**src/rtl/alu_pkg.sv**
```systemverilog
// Shared types and encodings for the ALU issue path: unit/sub-op enums,
// MIPS opcode/funct values, operand-select codes and the issued bundle.
package alu_pkg;

  // Width of the operand fields carried in issue_bundle_t.
  localparam int ALU_DATA_W = 32;

  typedef enum logic [1:0] {
    UNIT_LOGIC = 2'b00,
    UNIT_ARITH = 2'b01,
    UNIT_SHIFT = 2'b10,
    UNIT_RSVD  = 2'b11
  } alu_unit_e;

  typedef enum logic [1:0] {
    LOP_AND = 2'b00,
    LOP_OR  = 2'b01,
    LOP_XOR = 2'b10,
    LOP_NOR = 2'b11
  } logic_op_e;

  typedef enum logic [1:0] {
    AOP_ADD  = 2'b00,
    AOP_SUB  = 2'b01,
    AOP_SLT  = 2'b10,
    AOP_SLTU = 2'b11
  } arith_op_e;

  typedef enum logic [1:0] {
    SOP_SLL  = 2'b00,
    SOP_SRL  = 2'b01,
    SOP_SRA  = 2'b10,
    SOP_RSVD = 2'b11
  } shift_op_e;

  // Operand A / B source selects produced by the decoder.
  typedef enum logic [1:0] {
    ASEL_ZERO = 2'b00,
    ASEL_RS   = 2'b01,
    ASEL_RT   = 2'b10
  } a_sel_e;

  typedef enum logic [2:0] {
    BSEL_ZERO  = 3'd0,
    BSEL_RT    = 3'd1,
    BSEL_ZIMM  = 3'd2,
    BSEL_SIMM  = 3'd3,
    BSEL_SHAMT = 3'd4,
    BSEL_LUI   = 3'd5
  } b_sel_e;

  // Primary opcodes
  localparam logic [5:0] OP_RTYPE = 6'h00;
  localparam logic [5:0] OP_ADDI  = 6'h08;
  localparam logic [5:0] OP_ADDIU = 6'h09;
  localparam logic [5:0] OP_SLTI  = 6'h0A;
  localparam logic [5:0] OP_SLTIU = 6'h0B;
  localparam logic [5:0] OP_ANDI  = 6'h0C;
  localparam logic [5:0] OP_ORI   = 6'h0D;
  localparam logic [5:0] OP_XORI  = 6'h0E;
  localparam logic [5:0] OP_LUI   = 6'h0F;

  // R-type funct codes
  localparam logic [5:0] FN_SLL  = 6'h00;
  localparam logic [5:0] FN_SRL  = 6'h02;
  localparam logic [5:0] FN_SRA  = 6'h03;
  localparam logic [5:0] FN_ADD  = 6'h20;
  localparam logic [5:0] FN_ADDU = 6'h21;
  localparam logic [5:0] FN_SUB  = 6'h22;
  localparam logic [5:0] FN_SUBU = 6'h23;
  localparam logic [5:0] FN_AND  = 6'h24;
  localparam logic [5:0] FN_OR   = 6'h25;
  localparam logic [5:0] FN_XOR  = 6'h26;
  localparam logic [5:0] FN_NOR  = 6'h27;
  localparam logic [5:0] FN_SLT  = 6'h2A;
  localparam logic [5:0] FN_SLTU = 6'h2B;

  typedef struct packed {
    logic [ALU_DATA_W-1:0] a;
    logic [ALU_DATA_W-1:0] b;
    alu_unit_e             unit;
    logic [1:0]            op;
    logic                  illegal;
  } issue_bundle_t;

endpackage

```
**src/rtl/alu_ctrl_decode.sv**
```systemverilog
// Pure combinational decode of opcode/funct into ALU unit, sub-op and
// operand-source selects. Non-ALU encodings come out as illegal with all
// selects forced to zero.
module alu_ctrl_decode
  import alu_pkg::*;
#(
  parameter bit EN_SHIFT = 1'b1
) (
  input  logic [5:0] i_opcode,
  input  logic [5:0] i_funct,
  output alu_unit_e  o_unit,
  output logic [1:0] o_op,
  output a_sel_e     o_a_sel,
  output b_sel_e     o_b_sel,
  output logic       o_illegal
);

  logic w_legal;
  logic w_is_shift;

  // Opcode/funct decode; an illegal result overrides everything at the end.
  always_comb begin
    o_unit     = UNIT_LOGIC;
    o_op       = 2'b00;
    o_a_sel    = ASEL_RS;
    o_b_sel    = BSEL_RT;
    w_legal    = 1'b1;
    w_is_shift = 1'b0;
    case (i_opcode)
      OP_RTYPE: begin
        case (i_funct)
          FN_SLL:          begin o_unit = UNIT_SHIFT; o_op = SOP_SLL;  w_is_shift = 1'b1; end
          FN_SRL:          begin o_unit = UNIT_SHIFT; o_op = SOP_SRL;  w_is_shift = 1'b1; end
          FN_SRA:          begin o_unit = UNIT_SHIFT; o_op = SOP_SRA;  w_is_shift = 1'b1; end
          FN_ADD, FN_ADDU: begin o_unit = UNIT_ARITH; o_op = AOP_ADD;  end
          FN_SUB, FN_SUBU: begin o_unit = UNIT_ARITH; o_op = AOP_SUB;  end
          FN_SLT:          begin o_unit = UNIT_ARITH; o_op = AOP_SLT;  end
          FN_SLTU:         begin o_unit = UNIT_ARITH; o_op = AOP_SLTU; end
          FN_AND:          o_op = LOP_AND;
          FN_OR:           o_op = LOP_OR;
          FN_XOR:          o_op = LOP_XOR;
          FN_NOR:          o_op = LOP_NOR;
          default:         w_legal = 1'b0;
        endcase
        // Shifts take the value from rt and the amount from shamt.
        if (w_is_shift) begin
          o_a_sel = ASEL_RT;
          o_b_sel = BSEL_SHAMT;
          w_legal = EN_SHIFT;
        end
      end
      OP_ADDI, OP_ADDIU: begin o_unit = UNIT_ARITH; o_op = AOP_ADD;  o_b_sel = BSEL_SIMM; end
      OP_SLTI:           begin o_unit = UNIT_ARITH; o_op = AOP_SLT;  o_b_sel = BSEL_SIMM; end
      OP_SLTIU:          begin o_unit = UNIT_ARITH; o_op = AOP_SLTU; o_b_sel = BSEL_SIMM; end
      OP_ANDI:           begin o_op = LOP_AND; o_b_sel = BSEL_ZIMM; end
      OP_ORI:            begin o_op = LOP_OR;  o_b_sel = BSEL_ZIMM; end
      OP_XORI:           begin o_op = LOP_XOR; o_b_sel = BSEL_ZIMM; end
      // LUI is issued as 0 | (imm << 16) on the logic unit.
      OP_LUI:            begin o_op = LOP_OR; o_a_sel = ASEL_ZERO; o_b_sel = BSEL_LUI; end
      default:           w_legal = 1'b0;
    endcase
    if (!w_legal) begin
      o_unit  = UNIT_LOGIC;
      o_op    = 2'b00;
      o_a_sel = ASEL_ZERO;
      o_b_sel = BSEL_ZERO;
    end
  end

  assign o_illegal = !w_legal;

endmodule

```
**src/rtl/alu_issue_stage.sv**
```systemverilog
// ALU issue stage: decodes the incoming instruction, builds operands A/B and
// queues the resulting bundle in a 2-entry FIFO skid buffer toward execute.
// DATA_W must not exceed alu_pkg::ALU_DATA_W (the bundle field width).
module alu_issue_stage
  import alu_pkg::*;
#(
  parameter int DATA_W   = ALU_DATA_W,
  parameter bit EN_SHIFT = 1'b1
) (
  input  logic              i_clk,
  input  logic              i_rst,
  input  logic              i_flush,
  input  logic              i_in_valid,
  output logic              o_in_ready,
  input  logic [31:0]       i_instr,
  input  logic [DATA_W-1:0] i_rs_val,
  input  logic [DATA_W-1:0] i_rt_val,
  output logic              o_out_valid,
  input  logic              i_out_ready,
  output logic [DATA_W-1:0] o_alu_a,
  output logic [DATA_W-1:0] o_alu_b,
  output logic [1:0]        o_alu_unit,
  output logic [1:0]        o_alu_op,
  output logic              o_illegal
);

  alu_unit_e     w_unit;
  logic [1:0]    w_op;
  a_sel_e        w_a_sel;
  b_sel_e        w_b_sel;
  logic          w_illegal;
  logic [DATA_W-1:0] w_a;
  logic [DATA_W-1:0] w_b;
  issue_bundle_t w_new;
  logic          w_push;
  logic          w_pop;
  logic [1:0]    w_cnt_next;
  logic          w_unused_regs;

  issue_bundle_t r_ent [2];
  logic [1:0]    r_cnt;
  logic          r_in_ready;

  // Register specifiers are resolved upstream; only the values arrive here.
  assign w_unused_regs = ^i_instr[25:16];

  alu_ctrl_decode #(.EN_SHIFT(EN_SHIFT)) u_decode (
    .i_opcode  (i_instr[31:26]),
    .i_funct   (i_instr[5:0]),
    .o_unit    (w_unit),
    .o_op      (w_op),
    .o_a_sel   (w_a_sel),
    .o_b_sel   (w_b_sel),
    .o_illegal (w_illegal)
  );

  // Operand A source mux.
  always_comb begin
    w_a = '0;
    case (w_a_sel)
      ASEL_RS: w_a = i_rs_val;
      ASEL_RT: w_a = i_rt_val;
      default: w_a = '0;
    endcase
  end

  // Operand B source mux, including immediate extension and LUI placement.
  always_comb begin
    w_b = '0;
    case (w_b_sel)
      BSEL_RT:    w_b = i_rt_val;
      BSEL_ZIMM:  w_b = DATA_W'(i_instr[15:0]);
      BSEL_SIMM:  w_b = DATA_W'($signed(i_instr[15:0]));
      BSEL_SHAMT: w_b = DATA_W'(i_instr[10:6]);
      BSEL_LUI:   w_b = DATA_W'({i_instr[15:0], 16'h0000});
      default:    w_b = '0;
    endcase
  end

  // Assemble the bundle that gets written into the buffer on accept.
  always_comb begin
    w_new         = '0;
    w_new.a       = ALU_DATA_W'(w_a);
    w_new.b       = ALU_DATA_W'(w_b);
    w_new.unit    = w_unit;
    w_new.op      = w_op;
    w_new.illegal = w_illegal;
  end

  assign o_out_valid = (r_cnt != 2'd0);
  assign o_in_ready  = r_in_ready;
  assign w_push      = i_in_valid & r_in_ready;
  assign w_pop       = o_out_valid & i_out_ready;

  // Occupancy update; push and pop together leave the count unchanged.
  always_comb begin
    w_cnt_next = r_cnt;
    case ({w_push, w_pop})
      2'b10:   w_cnt_next = r_cnt + 2'd1;
      2'b01:   w_cnt_next = r_cnt - 2'd1;
      default: w_cnt_next = r_cnt;
    endcase
  end

  // Buffer storage and registered ready; entry 0 is always the head.
  always_ff @(posedge i_clk or posedge i_rst) begin
    if (i_rst) begin
      r_ent[0]   <= '0;
      r_ent[1]   <= '0;
      r_cnt      <= 2'd0;
      r_in_ready <= 1'b1;
    end else if (i_flush) begin
      r_cnt      <= 2'd0;
      r_in_ready <= 1'b1;
    end else begin
      r_cnt      <= w_cnt_next;
      r_in_ready <= (w_cnt_next < 2'd2);
      if (w_pop) begin
        // Push alongside pop only happens with one entry (ready was low when full).
        r_ent[0] <= (w_push && r_cnt == 2'd1) ? w_new : r_ent[1];
      end else if (w_push) begin
        if (r_cnt == 2'd0) r_ent[0] <= w_new;
        else               r_ent[1] <= w_new;
      end
    end
  end

  assign o_alu_a    = DATA_W'(r_ent[0].a);
  assign o_alu_b    = DATA_W'(r_ent[0].b);
  assign o_alu_unit = r_ent[0].unit;
  assign o_alu_op   = r_ent[0].op;
  assign o_illegal  = r_ent[0].illegal;

endmodule
```
**config.mk**
```make
export PLATFORM = sky130hd
export DESIGN_NAME = alu_issue_stage
export DESIGN_NICKNAME = d
export VERILOG_FILES = /design/src/rtl/alu_pkg.sv /design/src/rtl/alu_ctrl_decode.sv /design/src/rtl/alu_issue_stage.sv
export SDC_FILE = /design/constraint.sdc
export NUM_CORES = 1
export LEC_CHECK = 0
export ABC_AREA = 1
export CORE_MARGIN = 3
export CORE_UTILIZATION = 40
export DETAILED_ROUTE_END_ITERATION = 7
export HOLD_SLACK_MARGIN = 0.12
export PLACE_DENSITY = 0.67
export SYNTH_ARGS = -nofsm -noshare
export SYNTH_HDL_FRONTEND = slang
export SYNTH_SLANG_ARGS = --single-unit
```
**constraint.sdc**
```tcl
create_clock -name i_clk -period 4.5 [get_ports i_clk]
set_clock_uncertainty 0.15 [all_clocks]
set_input_delay 0.9 -clock i_clk [delete_from_list [all_inputs] [get_ports i_clk]]
set_output_delay 0.9 -clock i_clk [all_outputs]
set_load 0.1 [all_outputs]
```
==> out/metrics.csv, run 1 <==
metric,value,unit
status,completed,
postCtsSetupRepairBufs,0,
rsz0062_at_grt,false,
worstSetupEndpointType,flip-flop,
fmaxAchievable,289.0,MHz
holdPathEnd,o_alu_b[31],
r2r_start,r_cnt[0],
relSlewSlack,31.01,%
cts_tree,done,
grt_pass1_wl,39120,um
finalCritPeriodShare,76.91,%
arrival,3.61,ns
wl,25370,um
dp_slack,0.5949,ns
clkSlewWorstSetupHoldPaths,0.06,ns
reg2reg_to,o_alu_b[30],
io_pins,172,
post-dp-hpwl,17360,um
synth_cell_types,36,
cp_common_cell,nor2_1,
synth_nets,1231,
postRouteAntennaNets,0,
drc,0,
grtUsageTotal,21.88,%
vias,7867,
dp.cells,1433,
crit_fanout,34,
initial_utilization,41.27,%
fin_setup_tns,0,ns
htree_levels,4,
dr.pass1.iters,5,
syn_area,8486,um2
dieArea,23000,um2
reg2reg_slack,1.56,ns
insertion_delay,0.42,ns
power.density,713.5,nW/um2
slowest_delay,0.53,ns
fin_cells,1465,
synth_seq_cells,141,
num-nets-final,1290,
die-width,151.7,um
path_buf_inv,4,
p_leak,4.740,nW
final_max_slew_viol_count,0,
finalCriticalPeriod,3.461,ns
overflow,0,
clkSinkCount,141,
worst_pin_slew,1.032,ns
hold_viol,0,
area_growth_syn_to_layout,21.79,%
final_common_cell,nand2_1,
place_congestion,0.9009,
final_cell_area,10330,um2
fp.dieH,151.7,um
drive_above_1_share,8.703,%
synth_cells,1123,
via_per_inst,5.370,
antenna_found_initial,3,
hold_path.class,reg -> reg,
critPathKind,in -> reg,
yosysWarnings,0,
cts_buffer_depth,2,
cp_slowest_cell,clkdlybuf4s50_1,
ys_seq_area_share,41.60,%
postPlaceCellArea,9727,um2
rows,52,
required,4.65,ns
start_kind,input port,
clockRootBuffer,clkbuf_16,
diodes,0,
reg2reg_depth,11,
whs_path_depth,2,
wl_per_cell,17.32,um
postLayoutSetupSlackWorst,1.039,ns
postCtsResizedCells,0,
maxCapViolations,0,
numCtsBuffers,17,
hold_path_startpoint,o_alu_b[31],
setup_viol,0,
cp_top_family,buffers and inverters,
drtIter0Drc,637,
cp_cell_sequence,"clkdlybuf4s50_1, inv_2, nor2_1, nor2_1, nand2_4, nand2_4, nor2_4, nand2_8, nand2_1, inv_1, ha_1, buf_4, a21oi_1, a221oi_1, nor2_1",
synth.avg_cell_area,7.556,um2
grt_pass1_vias,7319,
grt_max_degree,142,
cts_hold_buf,0,
final_cell_mix,"359 x nand2_1, 161 x clkdlybuf4s50_1, 140 x dfrtp_1, 113 x nor2_1, 72 x nand3_1",
ir_drop,0.4241,mV
numPortBuffers,161,
core_region_area,20560,um2
-- worst min-delay path, stage by stage, from the launching register on --
cell,delay (ns)
dfrtp_1,0.34
nand2_1,0.05
nand2_1,0.05
-- logic make-up after synthesis --
| group | synth area share, % |
|---|---|
| buffers and inverters | 12.99 |
| and+or+nand+nor | 32.06 |
| adders and majority gates | 1.032 |
| DFF | 41.60 |
| AOI/OAI and AO/OA | 12.33 |
-- final cells by class --
cell class / instances / area, um2
fill: 2009 / 10220
multi-input combinational: 785 / 3867
sequential: 141 / 3530
timing repair buffer: 178 / 1764
clock buffer: 19 / 452.9
tap: 270 / 337.8
inverter: 59 / 227.7
clock inverter: 13 / 155.1
-- through the flow --
stage          power, mW  util, %  hold slack [ns]
3_3_place_gp       5.879    47.31           0.3122
2_1_floorplan      5.318        -           0.3000
4_1_cts            7.420    50.27           0.3314
3_5_place_dp       5.938    47.31           0.3152
5_1_grt            7.731    50.27           0.3509
6_report           7.374    50.27           0.3263
-- worst max-delay path by stage --
stage                      startpoint           to  depth (start not counted)
after CTS                  i_instr[0]  o_alu_a[25]                         15
final                      i_instr[0]  o_alu_a[25]                         15
after detailed placement  i_instr[29]  o_alu_a[25]                         15
after floorplan            i_instr[3]   o_alu_a[0]                         14
after global routing      i_instr[29]  o_alu_a[25]                         13
after global placement    i_instr[28]  o_alu_a[25]                         15
-- metal layers --
layer	global-route usage, %	vias up	part of all wire (%)	wire length, um
li1	-	3763	-	-
met1	29.60	3740	42	10700
met2	34.96	316	48	12170
met3	4.789	42	7.1	1812
met4	7.278	6	2.5	646
met5	0	-	0.16	41
-- state kept, by name (all words and copies together), names as in the netlist --
register,cells
r_ent,69
o_alu_a,32
o_alu_b,32
o_alu_op,2
o_alu_unit,2
r_cnt,2
o_illegal,1
o_in_ready,1
-- Yosys cell counts (all sizes together) --
cell | count | area share [%]
a31oi | 30 | 2.2
inv | 58 | 2.6
or2 | 1 | 0.074
nand2 | 367 | 17
buf | 94 | 8.4
nand3 | 73 | 4.4
a21oi | 66 | 3.9
nand3b | 1 | 0.089
nor2 | 124 | 6.1
nand4 | 36 | 4.3
clkbuf | 44 | 1.9
clkinv | 1 | 0.044
a221oi | 32 | 3.3
ha | 7 | 1.0
a211oi | 3 | 0.27
o211ai | 1 | 0.089
o21ai | 40 | 2.4
o2111ai | 2 | 0.21
dfrtp | 140 | 41
dfstp | 1 | 0.31
nor3 | 2 | 0.31
-- where the power goes --
part	internal [mW]	switching (mW)	total, mW	leakage (nW)
registers	1.70	0.269	1.97	1.82
clock network	0.860	0.603	1.46	0.301
logic	0.946	2.99	3.94	2.62
total	3.51	3.86	7.37	4.74
Note: power is estimated with default switching activity, not from simulation.
==> inputs of run 2 (changes only) <==
==> constraint.sdc (replaced) <==
create_clock -name i_clk -period 3.1 [get_ports i_clk]
set_clock_uncertainty 0.15 [all_clocks]
set_input_delay 0.62 -clock i_clk [delete_from_list [all_inputs] [get_ports i_clk]]
set_output_delay 0.62 -clock i_clk [all_outputs]
set_load 0.1 [all_outputs]
==> run 2 against run 1 <==
  * Worst setup slack got worse by 0.74 ns
  * Via count is 0.25% higher
  * Register-to-register slack got worse by 0.92 ns
  * First-iteration DRC count shrank 19%
  * Sequential share of layout area decreased by 0.61 points
  * Wire length shrank 1.4%
  * Core utilization is 0.91 points higher
  * Critical endpoint is now o_alu_a[15]
==> out/metrics.csv, run 2 (same netlist as run 1, synthesis figures left out) <==
metric,value,unit,change
num-nets-final,1328,,was 1290
hold_path.class,reg -> reg,,unchanged
reg2reg_slack,0.64,ns,was 1.56 ns
cts_tree,done,,unchanged
reg2reg_depth,10,,was 11
cts_buffer_depth,2,,unchanged
dp_slack,-0.1504,ns,was 0.5949 ns
dp.cells,1471,,was 1433
crit_fanout,22,,was 34
wl_per_cell,16.63,um,was 17.32 um
initial_utilization,41.27,%,unchanged
slowest_delay,0.55,ns,was 0.53 ns
grt_max_degree,77,,was 142
required,3.26,ns,was 4.65 ns
cts_hold_buf,0,,unchanged
fp.dieH,151.7,um,unchanged
drc,0,,unchanged
startpoint,i_instr[0],,unchanged
cp.depth,15,,unchanged
die-width,151.7,um,unchanged
clkSlewWorstSetupHoldPaths,0.06,ns,about the same
critPathKind,in -> reg,,unchanged
cp_common_cell,nor2_1,,unchanged
critPathCapture,o_alu_a[15],,was o_alu_a[25]
postCtsSetupRepairBufs,0,,unchanged
finalCritPeriodShare,90.40,%,
postLayoutSetupSlackWorst,0.2975,ns,was 1.039 ns
clockRootBuffer,clkbuf_16,,unchanged
path_buf_inv,4,,unchanged
worstSetupEndpointType,flip-flop,,unchanged
io_pins,172,,unchanged
insertion_delay,0.42,ns,about the same
finalCriticalPeriod,2.803,ns,
rsz0062_at_grt,false,,unchanged
power.density,1010,nW/um2,was 713.5 nW/um2
maxCapViolations,0,,unchanged
dr.pass1.iters,6,,was 5
hold_viol,0,,unchanged
final_cell_mix,"359 x nand2_1, 140 x dfrtp_1, 117 x buf_4, 113 x nor2_1, 90 x clkdlybuf4s50_1",,"was 359 x nand2_1, 161 x clkdlybuf4s50_1, 140 x dfrtp_1, 113 x nor2_1, 72 x nand3_1"
overflow,0,,unchanged
worst_pin_slew,0.4640,ns,was 1.032 ns
cp_cell_sequence,"clkdlybuf4s50_1, inv_2, nor2_1, nor2_1, nand2_4, nand2_4, nor2_4, nand2_8, nand2_1, inv_1, ha_1, buf_12, a21oi_1, a221oi_1, nor2_1",,"was clkdlybuf4s50_1, inv_2, nor2_1, nor2_1, nand2_4, nand2_4, nor2_4, nand2_8, nand2_1, inv_1, ha_1, buf_4, a21oi_1, a221oi_1, nor2_1"
via_per_inst,5.244,,was 5.370
area_growth_syn_to_layout,24.00,%,was 21.79%
setup_viol,0,,unchanged
place_congestion,0.8957,,was 0.9009
fillers,2029,,was 2009
ir_drop,0.5568,mV,was 0.4241 mV
regMostFlops,r_ent,,unchanged
largest_register_ffs,69,,unchanged
core_region_area,20560,um2,unchanged
fin_cells,1504,,was 1465
grtUsageTotal,22.10,%,was 21.88%
vias,7887,,was 7867
grt_pass1_vias,7445,,was 7319
cp_top_family,buffers and inverters,,unchanged
start_kind,input port,,unchanged
arrival,2.96,ns,was 3.61 ns
postRouteAntennaNets,0,,unchanged
htree_levels,4,,unchanged
post-dp-hpwl,17840,um,was 17360 um
antenna_found_initial,0,,was 3
grt_pass1_wl,39380,um,was 39120 um
drtIter0Drc,517,,was 637
final_common_cell,nand2_1,,unchanged
clkSinkCount,141,,unchanged
rows,52,,unchanged
status,completed,,unchanged
dieArea,23000,um2,unchanged
wl,25000,um,was 25370 um
p_leak,5.038,nW,was 4.740 nW
r2r_start,r_cnt[0],,unchanged
numCtsBuffers,17,,unchanged
numPortBuffers,161,,unchanged
regArea,3530,um2,unchanged
final_max_slew_viol_count,0,,unchanged
relSlewSlack,69.07,%,was 31.01%
cp_slowest_cell,clkdlybuf4s50_1,,unchanged
multiInputGateArea,3867,um2,unchanged
drive_above_1_share,17.27,%,was 8.703%
reg2reg_to,o_alu_a[10],,was o_alu_b[30]
fmaxAchievable,356.8,MHz,
postCtsResizedCells,0,,unchanged
[run 2: cell types whose count changed in the layout (fill, tap and decap cells not counted)]
cell	change
buf_4	+102
clkdlybuf4s50_1	-71
buf_12	+7
clkinvlp_4	+4
clkinv_4	-3
clkbuf_8	-1
diode_2	+1
[run 2: power by group]
part / total [mW] / internal [mW] / switching (mW)
Clock: 2.07 / 1.22 / 0.850
Combinational: 5.69 / 1.33 / 4.36
Sequential: 2.87 / 2.48 / 0.397
Total: 10.6 / 5.03 / 5.60
[run 2: per-stage QoR]
step	hold WS, ns	area, um2	power, mW	utilization (%)	setup TNS [ns]
2_1_floorplan	0.3000	8489	7.720	-	0
3_3_place_gp	0.3125	9922	8.540	48.26	-2.168
3_5_place_dp	0.3160	9922	8.606	48.26	-3.004
4_1_cts	0.3326	10520	10.70	51.17	0
5_1_grt	0.3449	10520	11.19	51.17	0
6_report	0.3278	10520	10.63	51.18	0
[run 2: worst min path at each step]
| stage | startpoint | endpoint | cells after the start |
|---|---|---|---|
| after detailed placement | r_ent[44] | r_ent[44] | 2 |
| final | o_alu_b[8] | o_alu_b[8] | 2 |
| after global placement | r_ent[60] | r_ent[60] | 2 |
| after CTS | o_alu_b[8] | o_alu_b[8] | 2 |
| after floorplan | r_ent[37] | r_ent[37] | 2 |
| after global routing | o_alu_b[13] | o_alu_b[13] | 2 |
[run 2: layer usage]
layer  part of all wire (%)  vias up  track usage (%)
li1                       -     3835                -
met1                     44     3693            30.48
met2                     46      324            34.42
met3                    7.2       35            4.878
met4                    2.6        0            7.772
met5                      0        -                0
[run 2: cell type report]
type / instances / area share [%]
Antenna cell: 1 / 0.02378
Sequential cell: 141 / 33.54
Clock buffer: 18 / 4.174
Inverter: 59 / 2.164
Timing Repair Buffer: 216 / 18.62
Clock inverter: 14 / 1.510
Multi-Input combinational cell: 785 / 36.75
Tap cell: 270 / 3.210
[run 2: worst min-delay path: stages, from the launching register on]
cell and delay [ns]:
dfrtp_1 0.34, nand2_1 0.05, nand2_1 0.05
==> inputs of run 3 (changes only) <==
--- a/config.mk
+++ b/config.mk
@@ -11,6 +11,7 @@
 export DETAILED_ROUTE_END_ITERATION = 7
 export HOLD_SLACK_MARGIN = 0.12
 export PLACE_DENSITY = 0.67
+export SLEW_MARGIN = 0
 export SYNTH_ARGS = -nofsm -noshare
 export SYNTH_HDL_FRONTEND = slang
 export SYNTH_SLANG_ARGS = --single-unit
==> results of run 3 <==
Same layout as run 2: the final DEF is identical, and so are final timing and power.
